$ cat src/rtl/v_lsu.sv
// v_lsu: load/store initiator for the CPU memory stage.
// Drives a registered req/ack bus to a variable-latency responder, stalls the
// pipeline while a transaction is outstanding and returns the write-back value.
module v_lsu #(
  parameter int ADDR_W  = 8,
  parameter int TIMEOUT = 16
) (
  input  logic              clk,
  input  logic              rst,
  input  logic              valid_i,
  input  logic [5:0]        op,
  input  logic [31:0]       alu_i,
  input  logic [31:0]       addr_i,
  output logic              stall_o,
  output logic [31:0]       write_o,
  output logic              wb_valid_o,
  output logic              mem_req_o,
  output logic              mem_we_o,
  output logic [ADDR_W-1:0] mem_addr_o,
  output logic [31:0]       mem_wdata_o,
  input  logic              mem_ack_i,
  input  logic [31:0]       mem_rdata_i,
  output logic              err_o
);

  localparam logic [5:0] OP_LW = 6'b010001;
  localparam logic [5:0] OP_SW = 6'b010000;
  localparam int         CNT_W = $clog2(TIMEOUT);
  localparam logic [CNT_W-1:0] CNT_MAX = CNT_W'(TIMEOUT - 1);

  typedef enum logic [1:0] {
    S_IDLE,
    S_WAIT,
    S_DONE
  } state_t;

  state_t              r_state;
  state_t              w_next;
  logic [CNT_W-1:0]    r_cnt;
  logic [31:0]         r_result;
  logic                r_memReq;
  logic                r_memWe;
  logic [ADDR_W-1:0]   r_memAddr;
  logic [31:0]         r_memWdata;
  logic                r_err;
  logic                w_isMem;
  logic                w_isStore;
  logic                w_cntMax;
  logic [31:0]         w_pass;

  assign w_isStore = (op == OP_SW);
  assign w_isMem   = (op == OP_LW) || w_isStore;
  assign w_cntMax  = (r_cnt == CNT_MAX);

  assign mem_req_o   = r_memReq;
  assign mem_we_o    = r_memWe;
  assign mem_addr_o  = r_memAddr;
  assign mem_wdata_o = r_memWdata;
  assign err_o       = r_err;

  // Select the pass-through write-back value for non-memory ops
  always_comb begin
    w_pass = 32'd0;
    case (op[5:4])
      2'b00:   w_pass = alu_i;
      2'b10:   w_pass = addr_i;
      default: w_pass = 32'd0;
    endcase
  end

  // State register
  always_ff @(posedge clk) begin
    if (rst) r_state <= S_IDLE;
    else     r_state <= w_next;
  end

  // Next-state and pipeline-facing outputs; everything is quiet while in reset
  always_comb begin
    w_next     = r_state;
    stall_o    = 1'b0;
    wb_valid_o = 1'b0;
    write_o    = 32'd0;
    if (!rst) begin
      case (r_state)
        S_IDLE: begin
          write_o = w_pass;
          if (valid_i && w_isMem) begin
            stall_o = 1'b1;
            w_next  = S_WAIT;
          end else begin
            wb_valid_o = valid_i;
          end
        end
        S_WAIT: begin
          stall_o = 1'b1;
          if (mem_ack_i || w_cntMax) w_next = S_DONE;
        end
        S_DONE: begin
          wb_valid_o = 1'b1;
          write_o    = r_result;
          w_next     = S_IDLE;
        end
        default: w_next = S_IDLE;
      endcase
    end
  end

  // Bus registers, timeout counter, result capture and sticky error flag
  always_ff @(posedge clk) begin
    if (rst) begin
      r_memReq   <= 1'b0;
      r_memWe    <= 1'b0;
      r_memAddr  <= '0;
      r_memWdata <= 32'd0;
      r_cnt      <= '0;
      r_result   <= 32'd0;
      r_err      <= 1'b0;
    end else begin
      case (r_state)
        S_IDLE: begin
          if (valid_i && w_isMem) begin
            r_memReq   <= 1'b1;
            r_memWe    <= w_isStore;
            r_memAddr  <= addr_i[ADDR_W-1:0];
            r_memWdata <= w_isStore ? alu_i : 32'd0;
            r_cnt      <= '0;
          end
        end
        S_WAIT: begin
          if (mem_ack_i) begin
            r_result <= r_memWe ? 32'd0 : mem_rdata_i;
            r_memReq <= 1'b0;
            r_memWe  <= 1'b0;
          end else if (w_cntMax) begin
            r_err    <= 1'b1;
            r_result <= 32'd0;
            r_memReq <= 1'b0;
            r_memWe  <= 1'b0;
          end else begin
            r_cnt <= r_cnt + CNT_W'(1);
          end
        end
        default: ;
      endcase
    end
  end

endmodule

$ cat config.mk
export PLATFORM = sky130hd
export DESIGN_NAME = v_lsu
export DESIGN_NICKNAME = d
export VERILOG_FILES = /design/src/rtl/v_lsu.sv
export SDC_FILE = /design/constraint.sdc
export NUM_CORES = 1
export LEC_CHECK = 0
export ABC_CLOCK_PERIOD_IN_PS = 2000
export CAP_MARGIN = 20
export CELL_PAD_IN_SITES_DETAIL_PLACEMENT = 1
export CELL_PAD_IN_SITES_GLOBAL_PLACEMENT = 1
export CORE_ASPECT_RATIO = 2
export CORE_MARGIN = 10
export CORE_UTILIZATION = 31
export CTS_CLUSTER_SIZE = 40
export DETAILED_ROUTE_END_ITERATION = 6
export GPL_TIMING_DRIVEN = 0
export PLACE_DENSITY = 0.8
export SLEW_MARGIN = 20
export SYNTH_ARGS = -nofsm -noshare
export SYNTH_HDL_FRONTEND = slang
export SYNTH_SLANG_ARGS = --single-unit
$ cat constraint.sdc
create_clock -name clk -period 2 [get_ports clk]
set_input_delay 0.4 -clock clk [delete_from_list [all_inputs] [get_ports clk]]
set_output_delay 0.4 -clock clk [all_outputs]
set_load 0.02 [all_outputs]
# --- Yosys cells after proc, flatten, opt, wreduce, memory -nomap -nowiden ---
# Cells that the tools add are included.
totals:
  ff_bits: 81
  in_bits: 106
  wordCells: 60
classes:
  addsub: 1
  eq_ne: 11
  muxes: 26
  n_bitwise: 1
  reduce_logical: 13
ops:
  columns: ["operator", "n"]
  rows:
  - ["$mux W32", 5]
  - ["$pmux W32 S2", 2]
  - ["$eq A6 B5 Y1 const B", 2]
  - ["$mux W4", 3]
  - ["$mux W1", 8]
  - ["$ne A2 B2 Y1 const B", 4]
  - ["$pmux W1 S2", 4]
  - ["$pmux W4 S2", 1]
  - ["$reduce_and A2 Y1", 3]
  - ["$reduce_and A3 Y1", 2]
  - ["$add A4 B1 Y4 const B", 1]
  - ["$eq A2 B2 Y1 const B", 2]
  - ["$eq A4 B4 Y1 const B", 1]
  - ["$logic_not A2 Y1", 2]
  - ["$mux W2", 2]
  - ["$pmux W2 S2", 1]
  - ["$reduce_and A4 Y1", 1]
  - ["$reduce_bool A2 Y1", 2]
  - ["$ne A3 B3 Y1 const B", 1]
  - ["$eq A2 B1 Y1 const B", 1]
  - ["$logic_or A1 B1 Y1", 2]
  - ["$logic_and A1 B1 Y1", 1]
  - ["$not A1 Y1", 1]

# --- Longest topological paths before layout ---
# Gate-level depths: netlist of run 1.
depth:
  ltp_word: 6
  mapped_depth: 6

# --- Worst setup path after synthesis of run 1 ---
# No wires, ideal clock.
synth_path:
  path_type: "in2out"
  from: "input op[5]"
  to: "output write_o[0]"
  arrival_ns: 1.464
  required_time_ns: 1.600
  setup_slack_ns: 0.136
  path_stages: 5
  cell_sequence: "buf_6 > clkbuf_1 > mux2_2 > a22oi_1 > nor2_1"
synth_via:
  elab_chain_len: 4
  word_cells_on_any_way: 5
  cone_classes: "eq/ne (1); mux (3); reduce/logical (1)"
synth_rtl:
  columns: ["item", "line", "source"]
  rows:
  - ["from (decl)", "11", "input logic [5:0] op,"]
  - ["$eq A2 B2 Y1 or $logic_not A2 Y1 (tied branches)", "64", "case (op[5:4])"]
  - ["$pmux W32 S2 (*)", "64", null]
  - ["$pmux W32 S2 (*)", "84", "case (r_state)"]
  - ["$mux W32 (*)", "83", "if (!rst) begin"]
  - ["to (decl)", "15", "output logic [31:0] write_o,"]
# Every way passes the cells marked *; elsewhere a longest branch is shown, timed or not.

# --- Worst setup path in the final report of run 1 ---
layout_path:
  from: "input alu_i[30]"
  to: "output write_o[30]"
layout_via:
  elab_chain_len: 3
layout_rtl:
  columns: ["item", "line", "source"]
  rows:
  - ["from (decl)", "12", "input logic [31:0] alu_i,"]
  - ["$pmux W32 S2", "64", null]
  - ["$pmux W32 S2", "84", null]
  - ["$mux W32", "83", null]
# No other way between the ends.

==> impl_metrics.ini, run 1 <==
[grt]
antenna_found_initial = 3
grt_pass1_vias = 5359
grt_max_degree = 15
grt_usage_pct = 20.79
grt_pass1_wl_mm = 30.88
globalRouteOverflowTotal = 0

[timing]
hold_viol = 0
worstMarginPinSlew_ns = 0.5379
finalCritPeriodShare_pct = 100.3
drv_slew = 0
fmax_mhz = 498.5
finalSetupViolations = 3
fin_skew_ns = 0.004167
rsz0062_at_grt = yes
period_minus_slack_ns = 2.006
slew_headroom_pct = 64.14
worst_slack_ns = -0.005904
hold_ws_ns = 0.4697

[place]
place_congestion = 0.8953
placed_area_mm2 = 0.006314
pre_cts_slack_ns = -1.129
portBuffers = 181
dp.cells = 812
dp.final_hpwl_mm = 16.19

[clock_network]
cts_max_level = 3
hold_buffers = 0
cts_tree = done
clock_sinks = 81
insertion_delay_ns = 0.34
clkTransAtPathRegs_ns = 0.06
clockBufferDepth = 2
cts_root_buffer = clkbuf_16
cts_buffers = 9

[finish]
drive_gt1_share_pct = 25.92
num-fill-cells = 1553
fin_nets = 785
multiInputGateArea_mm2 = 0.002537
finalNonFillerCells = 841
syn_to_final_growth_pct = 59.89
seqCellArea_mm2 = 0.001627
final_cell_area_mm2 = 0.006888
post-route-util_pct = 50.97

[setup_path]
critPathRequiredTime_ns = 1.60
endpoint_kind = output pin
reg2reg_slack_ns = 0.09
regToRegEndpoint = mem_wdata_o[23]$_SDFFE_PP0P_
slowest_delay_ns = 0.49
path_max_fanout = 2
critPathKind = input port to output pin
worstRegToRegCells = 8
crit_buf_inv = 2
critPathArrivalTime_ns = 1.61
path_cells = clkdlybuf4s50_1 -> mux2_2 -> a22oi_1 -> nor2_1 -> buf_4
startpoint_type = input port
cp_top_family = buffers and inverters
crit_slowest_cell = clkdlybuf4s50_1
r2r-start = r_state[0]$_SDFFE_PP0P_

[synthesis]
ys_seq_area_share_pct = 37.64
yosysUniqueCellTypes = 42
syn-num-nets = 583
ys_ff_latch = 81
syn_inst = 476
synthFlopType = dfxtp_1
synth_top_family_by_area = compound AO/OA/AOI/OAI gates
async_reset_ff_share_pct = 0
syn-cell-area_mm2 = 0.004308
synth-compound-area-share_pct = 28.64
synth_area_per_cell_um2 = 9.050
post_synth_xor_area_fraction_pct = 0
synth_top_area_share_pct = 37.64
synthMuxAreaShare_pct = 8.365
synth_edf_count = 0
synthAdderAreaFrac_pct = 0.2904
yosys_warnings = 0
synth_top_area_cell = dfxtp_1
yosys-top-cells-area = dfxtp_1 (38%), mux2_2 (8.4%), a22o_1 (6.5%), nand4_1 (6.0%), a22oi_1 (5.6%)
synthSimpleGateAreaFrac_pct = 17.95

[die]
io_pins = 183
start_util_pct = 31.88
die_y_um = 186.7
core_mm2 = 0.01351
dieWidth_um = 103.4
die-area_mm2 = 0.01930
rows = 60

[power]
vdd_drop_max_mv = 0.4341
p_int_mw = 2.985
combPwrFrac_pct = 19.2
p_sw_share_pct = 27.25
power.density_mw_per_mm2 = 595.6
power.share.sequential_pct = 39.6
clkPwrFrac_pct = 41.2
switchingPower_mw = 1.118
p_leak_nw = 2.498

[outcome]
status = finished with violations
violations = negative setup slack

[drt]
drt-initial-drc-count = 157
drt-pass1-iter-count = 4
drtAntennaViolNets = 0
wl_mm = 20.67
drt-wirelength-per-cell_um = 24.58
drc = 0
num_vias = 4813
vias_per_cell = 5.723

[run]
drv_cap = 0

[hold_path]
hp-class = flip-flop to flip-flop
holdPathEnd = mem_wdata_o[13]$_SDFFE_PP0P_
holdCritStartpoint = mem_wdata_o[13]$_SDFFE_PP0P_
whs_path_depth = 2
-- state kept, by name, summed over array words and instances, names as in the netlist --
| name | flops |
|---|---|
| mem_wdata_o | 32 |
| mem_req_o | 1 |
| r_cnt | 4 |
| mem_addr_o | 8 |
| r_result | 32 |
| r_state | 2 |
| mem_we_o | 1 |
| err_o | 1 |
-- per-layer routing --
metal / GRT usage, % / vias up / routed length [µm]
met5: 0 / - / 0
met4: 12.00 / 0 / 1106
met3: 4.325 / 52 / 999
met2: 38.98 / 177 / 11510
met1: 19.42 / 2362 / 7052
li1: - / 2222 / -
-- cells in the mapped netlist, types with 2 or more instances --
master    instances
nor3b_2           2
mux2_2           32
nor3_1            5
nand2_1           3
o21ai_0           2
dfxtp_1          81
inv_1             4
a22o_1           32
nand3_1           4
o31ai_2          10
a31o_2            3
or3b_1            2
buf_6             6
o221ai_1          2
a21oi_1          41
clkbuf_1         35
o31ai_1          30
a22oi_1          32
buf_2            17
a41oi_1           2
a31oi_1           4
nor2_1           33
nand4_1          41
nor2b_1          35
-- through the flow --
stage / setup TNS (ns) / power (mW)
2_1_floorplan: 0 / 1.991
3_3_place_gp: -48.80 / 2.384
3_5_place_dp: -50.66 / 2.399
4_1_cts: -0.4563 / 4.096
5_1_grt: -0.9272 / 4.230
6_report: -0.01335 / 4.103
-- cells by family after synthesis --
logic type / Yosys count
AOI/OAI and AO/OA: 165
and+or+nand+nor: 134
buffers and inverters: 63
muxes: 32
adders and majority gates: 1
DFF: 81
-- layout by cell type (no fill, tap or decap), types with 4 or more instances in the layout --
cell,instances
clkdlybuf4s50_1,141
dfxtp_1,79
buf_4,45
nand4_1,41
a21oi_1,41
nor2b_1,34
mux2_2,32
a22o_1,32
nor2_1,31
a22oi_1,25
o31ai_1,23
clkbuf_1,18
o31ai_2,17
buf_6,14
buf_2,12
clkbuf_16,9
clkbuf_4,8
a22oi_2,7
clkbuf_2,5
inv_1,4
nand3_1,4
-- how the worst max path moves through the flow --
stage                            start           to  slack, ns  cells past startpoint
2_1_floorplan                    op[5]   write_o[0]       0.14                      5
3_3_place_gp                     op[4]  write_o[31]      -1.14                      6
3_5_place_dp                     op[4]   write_o[1]      -1.13                      6
4_1_cts        r_state[0]$_SDFFE_PP0P_  write_o[20]      -0.05                      7
5_1_grt        r_state[0]$_SDFFE_PP0P_  write_o[20]      -0.08                      7
6_report                     alu_i[30]  write_o[30]     -0.006                      5
-- final cells by class --
type,count,share of cell area (%)
Clock inverter,6,0.9809
Clock buffer,10,3.324
Antenna cell,3,0.1090
Buffer,57,5.504
Timing Repair Buffer,193,26.59
Sequential cell,81,23.61
Multi-Input combinational cell,332,36.84
Tap cell,155,2.816
Inverter,4,0.2180
-- worst min-delay path: cells and delay by family (launching register included) --
| kind | cells | cell delay [ns] |
|---|---|---|
| compound gates | 2 | 0.11 |
| flops | 1 | 0.31 |
-- repair_timing --
item | in CTS | in global routing
pin swaps | 6 | 11
hold endpoints to repair | 0 | 0
buffers inserted | 8 | 3
setup endpoints to repair | 34 | 79
gates cloned | 1 | 0
resized for setup | 216 | 60
-- power by group through the flow --
stage	clock network, mW	logic (mW)	registers [mW]
5_1_grt	1.77	0.832	1.62
3_5_place_dp	0	0.737	1.66
4_1_cts	1.71	0.758	1.63
6_report	1.69	0.789	1.62
2_1_floorplan	0	0.325	1.67
3_3_place_gp	0	0.722	1.66
(Power assumes the default switching activity.)
==> run 2: changes to the inputs <==
- ABC_CLOCK_PERIOD_IN_PS: 2000 -> default
- CTS_CLUSTER_DIAMETER: default -> 80
==> results of run 2 <==
Final layout, timing and power as in run 1 (identical DEF).
==> run 3: changes to the inputs <==
- GPL_TIMING_DRIVEN: 0 -> default
==> run 3 against run 2 <==
The run still ends with negative setup slack left. Register-to-register slack improved by 0.12 ns. Wire length is 1.6% lower. Final cell count decreased by 0.59%. Clock skew up 0.0071 ns. Total power rose by 4.2%. Die area unchanged. Critical path depth is 1 higher. Via count rose by 0.75%. Critical path type unchanged. Critical endpoint is now stall_o.
==> impl_metrics.ini, run 3 (synthesis gave the netlist of run 1 again) <==
[outcome]
status = finished with violations
violations = negative setup slack

[setup_path]
crit_buf_inv = 3
startpoint_type = input port
critPathRequiredTime_ns = 1.60
cp_top_family = buffers and inverters
path_max_fanout = 2
critPathKind = input port to output pin
crit_slowest_cell = clkdlybuf4s50_1
path_cells = clkdlybuf4s50_1 -> buf_4 -> nor2_4 -> a31oi_4 -> nor3_2 -> buf_4
critPathArrivalTime_ns = 1.62
slowest_delay_ns = 0.41
endpoint_kind = output pin
cp_common_cell = buf_4

[finish]
finalNonFillerCells = 836
syn_to_final_growth_pct = 62.39
drive_gt1_share_pct = 26.51
final_cell_mix = clkdlybuf4s50_1 (142), dfxtp_1 (79), buf_4 (73)
final_cell_area_mm2 = 0.006995
final_common_cell = clkdlybuf4s50_1
fin_nets = 781

[timing]
slew_headroom_pct = 62.29
fmax_mhz = 495.6
hold_viol = 0
fin_skew_ns = 0.01130
rsz0062_at_grt = yes
drv_slew = 0
period_minus_slack_ns = 2.018
finalCritPeriodShare_pct = 100.9
finalSetupViolations = 3
worst_slack_ns = -0.01763
worstMarginPinSlew_ns = 0.5657

[place]
dp.cells = 815
placed_area_mm2 = 0.006661
portBuffers = 182
dp.final_hpwl_mm = 14.92
place_congestion = 0.8589

[drt]
wl_mm = 20.34
drtAntennaViolNets = 0
drt-pass1-iter-count = 4
vias_per_cell = 5.800
drt-wirelength-per-cell_um = 24.33
drt-initial-drc-count = 237
num_vias = 4849
drc = 0

[grt]
grt_pass1_wl_mm = 30.50
antenna_found_initial = 2
globalRouteOverflowTotal = 0
grt_usage_pct = 20.42
grt_pass1_vias = 5203
grt_max_degree = 44

[power]
p_leak_nw = 2.568
combPwrFrac_pct = 19.0
switchingPower_mw = 1.126
p_sw_share_pct = 26.32
power.share.sequential_pct = 38.0
finalPower_mw = 4.276
clkPwrFrac_pct = 43.0
p_int_mw = 3.151
power.density_mw_per_mm2 = 611.3
vdd_drop_max_mv = 0.4609

[hold_path]
hp-class = input port to flip-flop

[clock_network]
cts_buffers = 9
insertion_delay_ns = 0.34
hold_buffers = 0
clock_sinks = 81
cts_tree = done
clkTransAtPathRegs_ns = 0.06
clockBufferDepth = 2
cts_max_level = 3
cts_root_buffer = clkbuf_16

[die]
io_pins = 183
die-area_mm2 = 0.01930
dieWidth_um = 103.4
start_util_pct = 31.88
die_y_um = 186.7
rows = 60
core_mm2 = 0.01351

[run]
drv_cap = 0
-- run 3: per-layer routing --
layer | part of all wire [%] | wire [µm] | vias to the layer above | track usage (%)
li1 | - | - | 2215 | -
met1 | 35 | 7207 | 2401 | 20.38
met2 | 54 | 11070 | 182 | 37.02
met3 | 4.9 | 991 | 51 | 3.771
met4 | 5.3 | 1071 | 0 | 12.06
met5 | 0 | 0 | - | 0
-- run 3: worst paths after layout --
kind | start | to | slack (ns) | cells past startpoint
max | op[2] | stall_o | -0.02 | 6
min | rst | mem_wdata_o[26]$_SDFFE_PP0P_ | 0.45 | 2
min reg2reg | mem_wdata_o[27]$_SDFFE_PP0P_ | mem_wdata_o[27]$_SDFFE_PP0P_ | 0.47 | 2
max reg2reg | r_state[1]$_SDFFE_PP0P_ | mem_wdata_o[18]$_SDFFE_PP0P_ | 0.21 | 5
-- run 3: layout make-up --
class | count | area (µm²)
diodes | 2 | 5.005
clock buffers | 9 | 225.2
clock inverters | 7 | 101.3
fillers | 1518 | 6518
inverters | 4 | 15.01
multi-input cells | 332 | 2482
flip-flops and latches | 81 | 1624
well taps | 155 | 193.9
repair buffers | 246 | 2349
-- run 3: metrics by stage --
| step | setup WS (ns) | hold slack, ns | TNS, ns | utilization [%] |
|---|---|---|---|---|
| after floorplan | 0.1360 | 0.4426 | 0 | - |
| after global placement | -0.6450 | 0.4473 | -28.16 | 49.30 |
| after detailed placement | -0.6423 | 0.4595 | -29.65 | 49.30 |
| after CTS | -0.02109 | 0.4359 | -0.04208 | 51.16 |
| after global routing | -0.09685 | 0.4463 | -0.7838 | 51.77 |
| final | -0.01763 | 0.4483 | -0.03450 | 51.77 |
-- run 3: what timing repair did --
action | CTS | global route
cloned | 0 | 0
endpoints found under the setup margin | 34 | 30
pin swaps | 1 | 2
gates resized for setup | 159 | 27
setup buffers | 1 | 2
-- run 3: power by group through the flow --
stage / Clock [mW] / Sequential, mW / Combinational [mW]
after global placement: 0 / 1.66 / 0.793
after CTS: 1.87 / 1.63 / 0.796
after detailed placement: 0 / 1.66 / 0.811
after global routing: 1.92 / 1.63 / 0.860
final: 1.84 / 1.63 / 0.812
after floorplan: 0 / 1.67 / 0.325
